[src/rtl/parc_core_scoreboard_param_pkg.sv]
// Shared encodings and helpers for the PARC issue scoreboard.
// Optional flush support is enabled by defining PARC_SB_FLUSH_EN.
package parc_sb_pkg;

  typedef enum logic [1:0] {
    FU_NONE = 2'd0,
    FU_ALU  = 2'd1,
    FU_MEM  = 2'd2,
    FU_MUL  = 2'd3
  } fu_e;

  localparam int BYP_RF    = 0;
  localparam int LAT_MAX_W = 16;

  // Writeback and ROB bypass selects sit just above the FU encodings.
  function automatic int byp_wb(input int num_fu);
    return num_fu + 1;
  endfunction

  function automatic int byp_rob(input int num_fu);
    return num_fu + 2;
  endfunction

  // Frozen stages hold their bit; all other bits move one stage toward writeback.
  function automatic logic [LAT_MAX_W-1:0] lat_shift(input logic [LAT_MAX_W-1:0] lat,
                                                    input logic [LAT_MAX_W-1:0] stalls);
    return (lat & stalls) | ((lat & ~stalls) >> 1);
  endfunction

endpackage

[src/rtl/parc_core_scoreboard_param_if.sv]
// Issue/decode/commit bundle between the PARC pipeline control and the scoreboard.
// The flush signal exists only when PARC_SB_FLUSH_EN is defined.
interface parc_core_scoreboard_param_if #(
    parameter int NUM_REGS   = 32,
    parameter int NUM_FU     = 3,
    parameter int LAT_W      = 5,
    parameter int ROB_SLOT_W = 4
);
    localparam int REG_W = $clog2(NUM_REGS);
    localparam int FU_W  = $clog2(NUM_FU + 1);
    localparam int SEL_W = $clog2(NUM_FU + 3);

`ifdef PARC_SB_FLUSH_EN
    logic                  flush;
`endif
    logic [REG_W-1:0]      src0;
    logic [REG_W-1:0]      src1;
    logic                  src0_en;
    logic                  src1_en;
    logic [REG_W-1:0]      dst;
    logic                  dst_en;
    logic [FU_W-1:0]       func_unit;
    logic [LAT_W-1:0]      latency;
    logic                  inst_val_Ihl;
    logic                  inst_val_Dhl;
    logic [LAT_W-1:0]      stalls;
    logic [ROB_SLOT_W-1:0] rob_alloc_slot;
    logic [ROB_SLOT_W-1:0] rob_commit_slot;
    logic                  rob_commit_wen;
    logic [REG_W-1:0]      src0_byp_Dhl;
    logic                  src0_byp_en_Dhl;
    logic [REG_W-1:0]      src1_byp_Dhl;
    logic                  src1_byp_en_Dhl;
    logic [SEL_W-1:0]      src0_byp_mux_sel;
    logic [SEL_W-1:0]      src1_byp_mux_sel;
    logic [ROB_SLOT_W-1:0] src0_byp_rob_slot;
    logic [ROB_SLOT_W-1:0] src1_byp_rob_slot;
    logic                  stall_hazard_Ihl;
    logic                  stall_hazard_Dhl;
    logic [FU_W-1:0]       wb_mux_sel;

    modport master (
`ifdef PARC_SB_FLUSH_EN
        output flush,
`endif
        output src0, src1, src0_en, src1_en, dst, dst_en, func_unit, latency,
        output inst_val_Ihl, inst_val_Dhl, stalls, rob_alloc_slot,
        output rob_commit_slot, rob_commit_wen,
        output src0_byp_Dhl, src0_byp_en_Dhl, src1_byp_Dhl, src1_byp_en_Dhl,
        input  src0_byp_mux_sel, src1_byp_mux_sel, src0_byp_rob_slot, src1_byp_rob_slot,
        input  stall_hazard_Ihl, stall_hazard_Dhl, wb_mux_sel
    );

    modport slave (
`ifdef PARC_SB_FLUSH_EN
        input  flush,
`endif
        input  src0, src1, src0_en, src1_en, dst, dst_en, func_unit, latency,
        input  inst_val_Ihl, inst_val_Dhl, stalls, rob_alloc_slot,
        input  rob_commit_slot, rob_commit_wen,
        input  src0_byp_Dhl, src0_byp_en_Dhl, src1_byp_Dhl, src1_byp_en_Dhl,
        output src0_byp_mux_sel, src1_byp_mux_sel, src0_byp_rob_slot, src1_byp_rob_slot,
        output stall_hazard_Ihl, stall_hazard_Dhl, wb_mux_sel
    );

endinterface

[src/rtl/parc_core_scoreboard_param_resv_vec.sv]
// Per-FU writeback reservation shifter: one-hot bits walk toward writeback unless frozen.
// The clear input is the scoreboard flush (tied low when PARC_SB_FLUSH_EN is undefined).
module parc_sb_resv_vec
    import parc_sb_pkg::*;
#(
    parameter int LAT_W = 5
) (
    input  logic             clk,
    input  logic             reset,
    input  logic             clear,
    input  logic             load,
    input  logic [LAT_W-1:0] latency,
    input  logic [LAT_W-1:0] stalls,
    output logic [LAT_W-1:0] resv
);

    logic [LAT_W-1:0] resv_q;
    logic [LAT_W-1:0] resv_d;

    always_comb begin
        resv_d = LAT_W'(lat_shift(LAT_MAX_W'(resv_q), LAT_MAX_W'(stalls)));
        if (load) begin
            resv_d = resv_d | latency;
        end
        if (clear) begin
            resv_d = '0;
        end
    end

    always_ff @(posedge clk or posedge reset) begin
        if (reset) begin
            resv_q <= '0;
        end else begin
            resv_q <= resv_d;
        end
    end

    assign resv = resv_q;

endmodule

[src/rtl/parc_core_scoreboard_param.sv]
// PARC issue scoreboard: per-register pending/latency/FU/ROB-slot tracking plus per-FU writeback reservations.
// Define PARC_SB_FLUSH_EN to add a flush input that clears all pending state.
module parc_core_scoreboard_param
    import parc_sb_pkg::*;
#(
    parameter int NUM_REGS   = 32,
    parameter int NUM_FU     = 3,
    parameter int LAT_W      = 5,
    parameter int BYP_BIT    = 2,
    parameter int ROB_SLOT_W = 4
) (
    input  logic                         clk,
    input  logic                         reset,
    parc_core_scoreboard_param_if.slave  sb
);

    localparam int REG_W = $clog2(NUM_REGS);
    localparam int FU_W  = $clog2(NUM_FU + 1);
    localparam int SEL_W = $clog2(NUM_FU + 3);

    logic                  pending_q [NUM_REGS];
    logic                  pending_d [NUM_REGS];
    logic [LAT_W-1:0]      lat_q     [NUM_REGS];
    logic [LAT_W-1:0]      lat_d     [NUM_REGS];
    logic [FU_W-1:0]       fu_q      [NUM_REGS];
    logic [FU_W-1:0]       fu_d      [NUM_REGS];
    logic [ROB_SLOT_W-1:0] slot_q    [NUM_REGS];
    logic [ROB_SLOT_W-1:0] slot_d    [NUM_REGS];

    logic [LAT_W-1:0]      resv      [NUM_FU];
    logic                  resv_load [NUM_FU];

    logic flush_w;
    logic src0_ok, src1_ok, wb_conflict, accept;
    logic src0_dok, src1_dok;

`ifdef PARC_SB_FLUSH_EN
    assign flush_w = sb.flush;
`else
    assign flush_w = 1'b0;
`endif

    // A producer is bypassable once its remaining latency is below BYP_BIT.
    function automatic logic src_ready(input logic en, input logic [REG_W-1:0] r,
                                       input logic pend, input logic [LAT_W-1:0] lat);
        return !en || (r == '0) || !pend || (lat[LAT_W-1:BYP_BIT] == '0);
    endfunction

    function automatic logic [SEL_W-1:0] byp_sel(input logic [REG_W-1:0] r, input logic pend,
                                                 input logic [LAT_W-1:0] lat,
                                                 input logic [FU_W-1:0] fu);
        if (!pend || (r == '0)) return SEL_W'(BYP_RF);
        if (lat == '0)          return SEL_W'(byp_rob(NUM_FU));
        if (lat == LAT_W'(1))   return SEL_W'(byp_wb(NUM_FU));
        return SEL_W'(fu);
    endfunction

    always_comb begin
        src0_ok     = src_ready(sb.src0_en, sb.src0, pending_q[sb.src0], lat_q[sb.src0]);
        src1_ok     = src_ready(sb.src1_en, sb.src1, pending_q[sb.src1], lat_q[sb.src1]);
        wb_conflict = 1'b0;
        for (int f = 0; f < NUM_FU; f++) begin
            if (((resv[f] >> 1) & sb.latency) != '0) begin
                wb_conflict = 1'b1;
            end
        end
        accept = sb.inst_val_Ihl && src0_ok && src1_ok && !wb_conflict && !flush_w;
        for (int f = 0; f < NUM_FU; f++) begin
            resv_load[f] = accept && (sb.func_unit == FU_W'(f + 1));
        end
    end

    // Decode-side hazard and bypass selects look at the decode source registers.
    always_comb begin
        src0_dok = src_ready(sb.src0_byp_en_Dhl, sb.src0_byp_Dhl,
                             pending_q[sb.src0_byp_Dhl], lat_q[sb.src0_byp_Dhl]);
        src1_dok = src_ready(sb.src1_byp_en_Dhl, sb.src1_byp_Dhl,
                             pending_q[sb.src1_byp_Dhl], lat_q[sb.src1_byp_Dhl]);
        sb.stall_hazard_Ihl  = !accept;
        sb.stall_hazard_Dhl  = !(sb.inst_val_Dhl && src0_dok && src1_dok);
        sb.src0_byp_mux_sel  = byp_sel(sb.src0_byp_Dhl, pending_q[sb.src0_byp_Dhl],
                                       lat_q[sb.src0_byp_Dhl], fu_q[sb.src0_byp_Dhl]);
        sb.src1_byp_mux_sel  = byp_sel(sb.src1_byp_Dhl, pending_q[sb.src1_byp_Dhl],
                                       lat_q[sb.src1_byp_Dhl], fu_q[sb.src1_byp_Dhl]);
        sb.src0_byp_rob_slot = slot_q[sb.src0_byp_Dhl];
        sb.src1_byp_rob_slot = slot_q[sb.src1_byp_Dhl];
        sb.wb_mux_sel        = FU_W'(FU_NONE);
        for (int f = NUM_FU - 1; f >= 0; f--) begin
            if (resv[f][1]) begin
                sb.wb_mux_sel = FU_W'(f + 1);
            end
        end
    end

    // A fresh accept to a register wins over a commit of its old producer.
    always_comb begin
        for (int r = 0; r < NUM_REGS; r++) begin
            pending_d[r] = pending_q[r];
            lat_d[r]     = LAT_W'(lat_shift(LAT_MAX_W'(lat_q[r]), LAT_MAX_W'(sb.stalls)));
            fu_d[r]      = fu_q[r];
            slot_d[r]    = slot_q[r];
            if (sb.rob_commit_wen && (slot_q[r] == sb.rob_commit_slot)) begin
                pending_d[r] = 1'b0;
            end
            if (flush_w) begin
                pending_d[r] = 1'b0;
                lat_d[r]     = '0;
            end else if (accept && sb.dst_en && (sb.dst == REG_W'(r)) && (r != 0)) begin
                pending_d[r] = 1'b1;
                lat_d[r]     = sb.latency;
                fu_d[r]      = sb.func_unit;
                slot_d[r]    = sb.rob_alloc_slot;
            end
        end
    end

    always_ff @(posedge clk or posedge reset) begin
        if (reset) begin
            pending_q <= '{default: '0};
            lat_q     <= '{default: '0};
            fu_q      <= '{default: '0};
            slot_q    <= '{default: '0};
        end else begin
            pending_q <= pending_d;
            lat_q     <= lat_d;
            fu_q      <= fu_d;
            slot_q    <= slot_d;
        end
    end

    for (genvar f = 0; f < NUM_FU; f++) begin : g_resv
        parc_sb_resv_vec #(.LAT_W(LAT_W)) u_resv (
            .clk     (clk),
            .reset   (reset),
            .clear   (flush_w),
            .load    (resv_load[f]),
            .latency (sb.latency),
            .stalls  (sb.stalls),
            .resv    (resv[f])
        );
    end

    a_lat_nonzero: assert property (@(posedge clk) disable iff (reset)
                                    accept |-> (sb.latency != '0));

endmodule

[src/flat_wrapper.sv]
// flat-port wrapper written by rule: the top's interface ports become plain ports
module parc_core_scoreboard_param_flat import parc_sb_pkg::*;
#(
    parameter int NUM_REGS   = 32,
    parameter int NUM_FU     = 3,
    parameter int LAT_W      = 5,
    parameter int BYP_BIT    = 2,
    parameter int ROB_SLOT_W = 4
)
  (clk, reset, sb_src0, sb_src1, sb_src0_en, sb_src1_en, sb_dst, sb_dst_en, sb_func_unit, sb_latency, sb_inst_val_Ihl, sb_inst_val_Dhl, sb_stalls, sb_rob_alloc_slot, sb_rob_commit_slot, sb_rob_commit_wen, sb_src0_byp_Dhl, sb_src0_byp_en_Dhl, sb_src1_byp_Dhl, sb_src1_byp_en_Dhl, sb_src0_byp_mux_sel, sb_src1_byp_mux_sel, sb_src0_byp_rob_slot, sb_src1_byp_rob_slot, sb_stall_hazard_Ihl, sb_stall_hazard_Dhl, sb_wb_mux_sel);
  parc_core_scoreboard_param_if #(.NUM_REGS(NUM_REGS), .NUM_FU(NUM_FU), .LAT_W(LAT_W), .ROB_SLOT_W(ROB_SLOT_W)) sb_i ();
  input  logic clk;
  input  logic reset;
  input wire logic [$bits(sb_i.src0)-1:0] sb_src0;
  input wire logic [$bits(sb_i.src1)-1:0] sb_src1;
  input wire logic [$bits(sb_i.src0_en)-1:0] sb_src0_en;
  input wire logic [$bits(sb_i.src1_en)-1:0] sb_src1_en;
  input wire logic [$bits(sb_i.dst)-1:0] sb_dst;
  input wire logic [$bits(sb_i.dst_en)-1:0] sb_dst_en;
  input wire logic [$bits(sb_i.func_unit)-1:0] sb_func_unit;
  input wire logic [$bits(sb_i.latency)-1:0] sb_latency;
  input wire logic [$bits(sb_i.inst_val_Ihl)-1:0] sb_inst_val_Ihl;
  input wire logic [$bits(sb_i.inst_val_Dhl)-1:0] sb_inst_val_Dhl;
  input wire logic [$bits(sb_i.stalls)-1:0] sb_stalls;
  input wire logic [$bits(sb_i.rob_alloc_slot)-1:0] sb_rob_alloc_slot;
  input wire logic [$bits(sb_i.rob_commit_slot)-1:0] sb_rob_commit_slot;
  input wire logic [$bits(sb_i.rob_commit_wen)-1:0] sb_rob_commit_wen;
  input wire logic [$bits(sb_i.src0_byp_Dhl)-1:0] sb_src0_byp_Dhl;
  input wire logic [$bits(sb_i.src0_byp_en_Dhl)-1:0] sb_src0_byp_en_Dhl;
  input wire logic [$bits(sb_i.src1_byp_Dhl)-1:0] sb_src1_byp_Dhl;
  input wire logic [$bits(sb_i.src1_byp_en_Dhl)-1:0] sb_src1_byp_en_Dhl;
  output wire logic [$bits(sb_i.src0_byp_mux_sel)-1:0] sb_src0_byp_mux_sel;
  output wire logic [$bits(sb_i.src1_byp_mux_sel)-1:0] sb_src1_byp_mux_sel;
  output wire logic [$bits(sb_i.src0_byp_rob_slot)-1:0] sb_src0_byp_rob_slot;
  output wire logic [$bits(sb_i.src1_byp_rob_slot)-1:0] sb_src1_byp_rob_slot;
  output wire logic [$bits(sb_i.stall_hazard_Ihl)-1:0] sb_stall_hazard_Ihl;
  output wire logic [$bits(sb_i.stall_hazard_Dhl)-1:0] sb_stall_hazard_Dhl;
  output wire logic [$bits(sb_i.wb_mux_sel)-1:0] sb_wb_mux_sel;
  assign sb_i.src0 = sb_src0;
  assign sb_i.src1 = sb_src1;
  assign sb_i.src0_en = sb_src0_en;
  assign sb_i.src1_en = sb_src1_en;
  assign sb_i.dst = sb_dst;
  assign sb_i.dst_en = sb_dst_en;
  assign sb_i.func_unit = sb_func_unit;
  assign sb_i.latency = sb_latency;
  assign sb_i.inst_val_Ihl = sb_inst_val_Ihl;
  assign sb_i.inst_val_Dhl = sb_inst_val_Dhl;
  assign sb_i.stalls = sb_stalls;
  assign sb_i.rob_alloc_slot = sb_rob_alloc_slot;
  assign sb_i.rob_commit_slot = sb_rob_commit_slot;
  assign sb_i.rob_commit_wen = sb_rob_commit_wen;
  assign sb_i.src0_byp_Dhl = sb_src0_byp_Dhl;
  assign sb_i.src0_byp_en_Dhl = sb_src0_byp_en_Dhl;
  assign sb_i.src1_byp_Dhl = sb_src1_byp_Dhl;
  assign sb_i.src1_byp_en_Dhl = sb_src1_byp_en_Dhl;
  assign sb_src0_byp_mux_sel = sb_i.src0_byp_mux_sel;
  assign sb_src1_byp_mux_sel = sb_i.src1_byp_mux_sel;
  assign sb_src0_byp_rob_slot = sb_i.src0_byp_rob_slot;
  assign sb_src1_byp_rob_slot = sb_i.src1_byp_rob_slot;
  assign sb_stall_hazard_Ihl = sb_i.stall_hazard_Ihl;
  assign sb_stall_hazard_Dhl = sb_i.stall_hazard_Dhl;
  assign sb_wb_mux_sel = sb_i.wb_mux_sel;
  parc_core_scoreboard_param #(.NUM_REGS(NUM_REGS), .NUM_FU(NUM_FU), .LAT_W(LAT_W), .BYP_BIT(BYP_BIT), .ROB_SLOT_W(ROB_SLOT_W)) u_core (.clk(clk), .reset(reset), .sb(sb_i));
endmodule
[config.mk]
export PLATFORM = sky130hd
export DESIGN_NAME = parc_core_scoreboard_param_flat
export DESIGN_NICKNAME = d
export VERILOG_FILES = /design/src/rtl/parc_core_scoreboard_param_pkg.sv /design/src/rtl/parc_core_scoreboard_param_if.sv /design/src/rtl/parc_core_scoreboard_param_resv_vec.sv /design/src/rtl/parc_core_scoreboard_param.sv /design/src/flat_wrapper.sv
export SDC_FILE = /design/constraint.sdc
export NUM_CORES = 1
export LEC_CHECK = 0
export CAP_MARGIN = 20
export CORE_MARGIN = 5
export CORE_UTILIZATION = 45
export DETAILED_ROUTE_END_ITERATION = 10
export GPL_TIMING_DRIVEN = 0
export PLACE_DENSITY_LB_ADDON = 0.12
export SLEW_MARGIN = 30
export SYNTH_ARGS = -nofsm -noshare
export SYNTH_HDL_FRONTEND = slang
export SYNTH_HIERARCHICAL = 1
export SYNTH_SLANG_ARGS = --single-unit
[constraint.sdc]
create_clock -name clk -period 30.8 [get_ports clk]
set_input_delay 6.16 -clock clk [delete_from_list [all_inputs] [get_ports clk]]
set_output_delay 6.16 -clock clk [all_outputs]
set_load 0.03 [all_outputs]
==> flow_metrics.tcl <==
set metrics [dict create \
    drive_gt1_share_pct 28.6 \
    die-area_um2 59900 \
    slowest_delay_ns 0.76 \
    ff2ff_path_depth 11 \
    start_util_pct 45.2 \
    r2r_end "u_core/g_resv[1].u_resv/resv[1]" \
    via_count 19500 \
    io_buffers 59 \
    synth_cells 2195 \
    slew_viol_final 0 \
    cp.required_ns 24.64 \
    die_x_um 245 \
    maxSlewHeadroom_pct 29.7 \
    layout_min_cycle_time_ns 17.51 \
    crit_path_end_kind "output pin" \
    drtIter0Drc 2188 \
    clk_path_buf_depth 3 \
    setup_viol 0 \
    critPathBufInv 6 \
    gp_congestion 0.968 \
    areaGrowthSynthToFinish_pct 13.5 \
    critPathMostFrequentCell "clkbuf_1" \
    grt_first_pass_wirelength_mm 135 \
    finalNetCount 2374 \
    worstPathCellList "clkdlybuf4s50_1 > clkbuf_1 > clkbuf_1 > buf_2 > clkbuf_1 > mux4_2 > mux4_2 > mux2_2 > clkdlybuf4s50_1" \
    cp_slowest_cell "clkbuf_1" \
    final_antenna_net_count 0 \
    layout_commonest_cell "dfrtp_1" \
    nFillCells 4894 \
    whs_endpoint "u_core/fu_q[24]" \
    yosysWarnings 6 \
    layout_common_cells "dfrtp_1, mux2_2, nand2_1, mux4_2, o21ai_0" \
    rr_startpoint "u_core/lat_q[142]" \
    root_buffer "clkbuf_16" \
    cts_buffers 47 \
    r2r_setup_slack_ns 26.95 \
    clkSinkCount 389 \
    fmax_mhz 57.1 \
    critPathMaxFanout 10 \
    path_clk_slew_ns 0.06 \
    multi_input_area_um2 13600 \
    finalHoldViolCount 0 \
    leakagePower_nw 12.5 \
    crit_type "input pin to output pin" \
    hold_class "flop to flop" \
    avgViaCountPerCell 6.37 \
    cts_tree "yes" \
    final.setup.tns_ns 0 \
    syn_area_um2 24800 \
    post_cts_resized 0 \
    holdPathStages 1 \
    grt_overflow_total 0 \
    coreArea_um2 54900 \
    drc 0 \
    first_pass_iters 6 \
    worstMarginPinSlew_ns 1.05 \
    routedWlPerCell_um 30.2 \
    critPathLaunchType "input pin" \
    drv_cap 0 \
    pre_cts_ws_ns 13.45 \
    h-tree-depth 2 \
    antenna_found_initial 2 \
    row_count 86 \
    peakVddDrop_mv 0.0432 \
    grt_max_degree 90 \
    wl_mm 92.5 \
    cpLargestDelayFamily "buffers and inverters" \
    hpwl_mm 69.9 \
    ios 73 \
    syn_area_per_cell_um2 11.3 \
    first_global_vias 19600 \
    power_density_nw_per_um2 54.8 \
    cts_hold_repair.buffers 0 \
    rsz0062_at_grt "false" \
    cts_setup_buffers 0 \
    skew_ns 0.0195 \
    die_y_um 245 \
    status "completed" \
    seq_area_um2 9730 \
    crit_arrival_ns 11.35 \
    fin_crit_sh_pct 56.8 \
    insertion_delay_ns 0.59 \
    worst_slack_ns 13.29 \
    hold_start "u_core/fu_q[24]" \
    track_usage_pct 30.7 \
]
-- per-stage QoR --
| step | util (%) | cells | hold WS [ns] | total power [W] | cell area (um2) |
|---|---|---|---|---|---|
| final | 51.3 | 3060 | 0.518 | 0.00154 | 28100 |
| after CTS | 51.2 | 3059 | 0.520 | 0.00155 | 28100 |
| after floorplan | - | 2206 | 0.467 | 0.000825 | 24800 |
| after detailed placement | 48.2 | 2974 | 0.507 | 0.000946 | 26500 |
| after global routing | 51.2 | 3059 | 0.546 | 0.00160 | 28100 |
| after global placement | 47.9 | 2969 | 0.487 | 0.000935 | 26300 |
-- report_power, final --
part | switching [W] | internal (W) | total, W
clock | 0.000233 | 0.000365 | 0.000597
sequential | 0.0000662 | 0.000565 | 0.000631
combinational | 0.000165 | 0.000150 | 0.000314
-- routing by layer --
metal	global-route usage (%)	up-vias	share of wire, %	wire [um]
li1	-	8215	-	-
met1	44.3	10000	43	39500
met2	45.8	1028	44	40600
met3	8.07	205	9.9	9160
met4	9.37	4	3.5	3260
met5	0	-	0.024	22
-- how the worst max path moves through the flow --
stage,startpoint,endpoint,slack [ns],cells after the start
CTS,sb_src1_byp_Dhl[1],sb_src1_byp_rob_slot[2],13.44,9
detailed placement,sb_src1_byp_Dhl[1],sb_src1_byp_rob_slot[2],13.45,9
floorplan,reset,u_core/fu_q[0],14.17,1
finish,sb_src1_byp_Dhl[1],sb_src1_byp_rob_slot[2],13.29,9
global route,sb_src1_byp_Dhl[1],sb_src1_byp_rob_slot[2],13.23,9
global placement,reset,u_core/fu_q[53],9.07,2
-- flip-flops by register name, indices dropped and copies added, names as in the netlist --
register	cells
u_core/g_resv.u_resv/resv	12
u_core/fu_q	62
u_core/lat_q	160
u_core/slot_q	124
u_core/pending_q	31
-- final cells by class --
| cell class | count | share of cell area [%] |
|---|---|---|
| diodes | 1 | 0.00890 |
| plain buffers | 192 | 3.41 |
| clock buffers | 67 | 4.95 |
| clock inverters | 18 | 0.952 |
| inverters | 147 | 1.99 |
| multi-input cells | 1478 | 48.4 |
| flip-flops and latches | 389 | 34.6 |
| well taps | 704 | 3.13 |
| repair buffers | 64 | 2.59 |
Note: power is estimated with default switching activity, not from simulation.
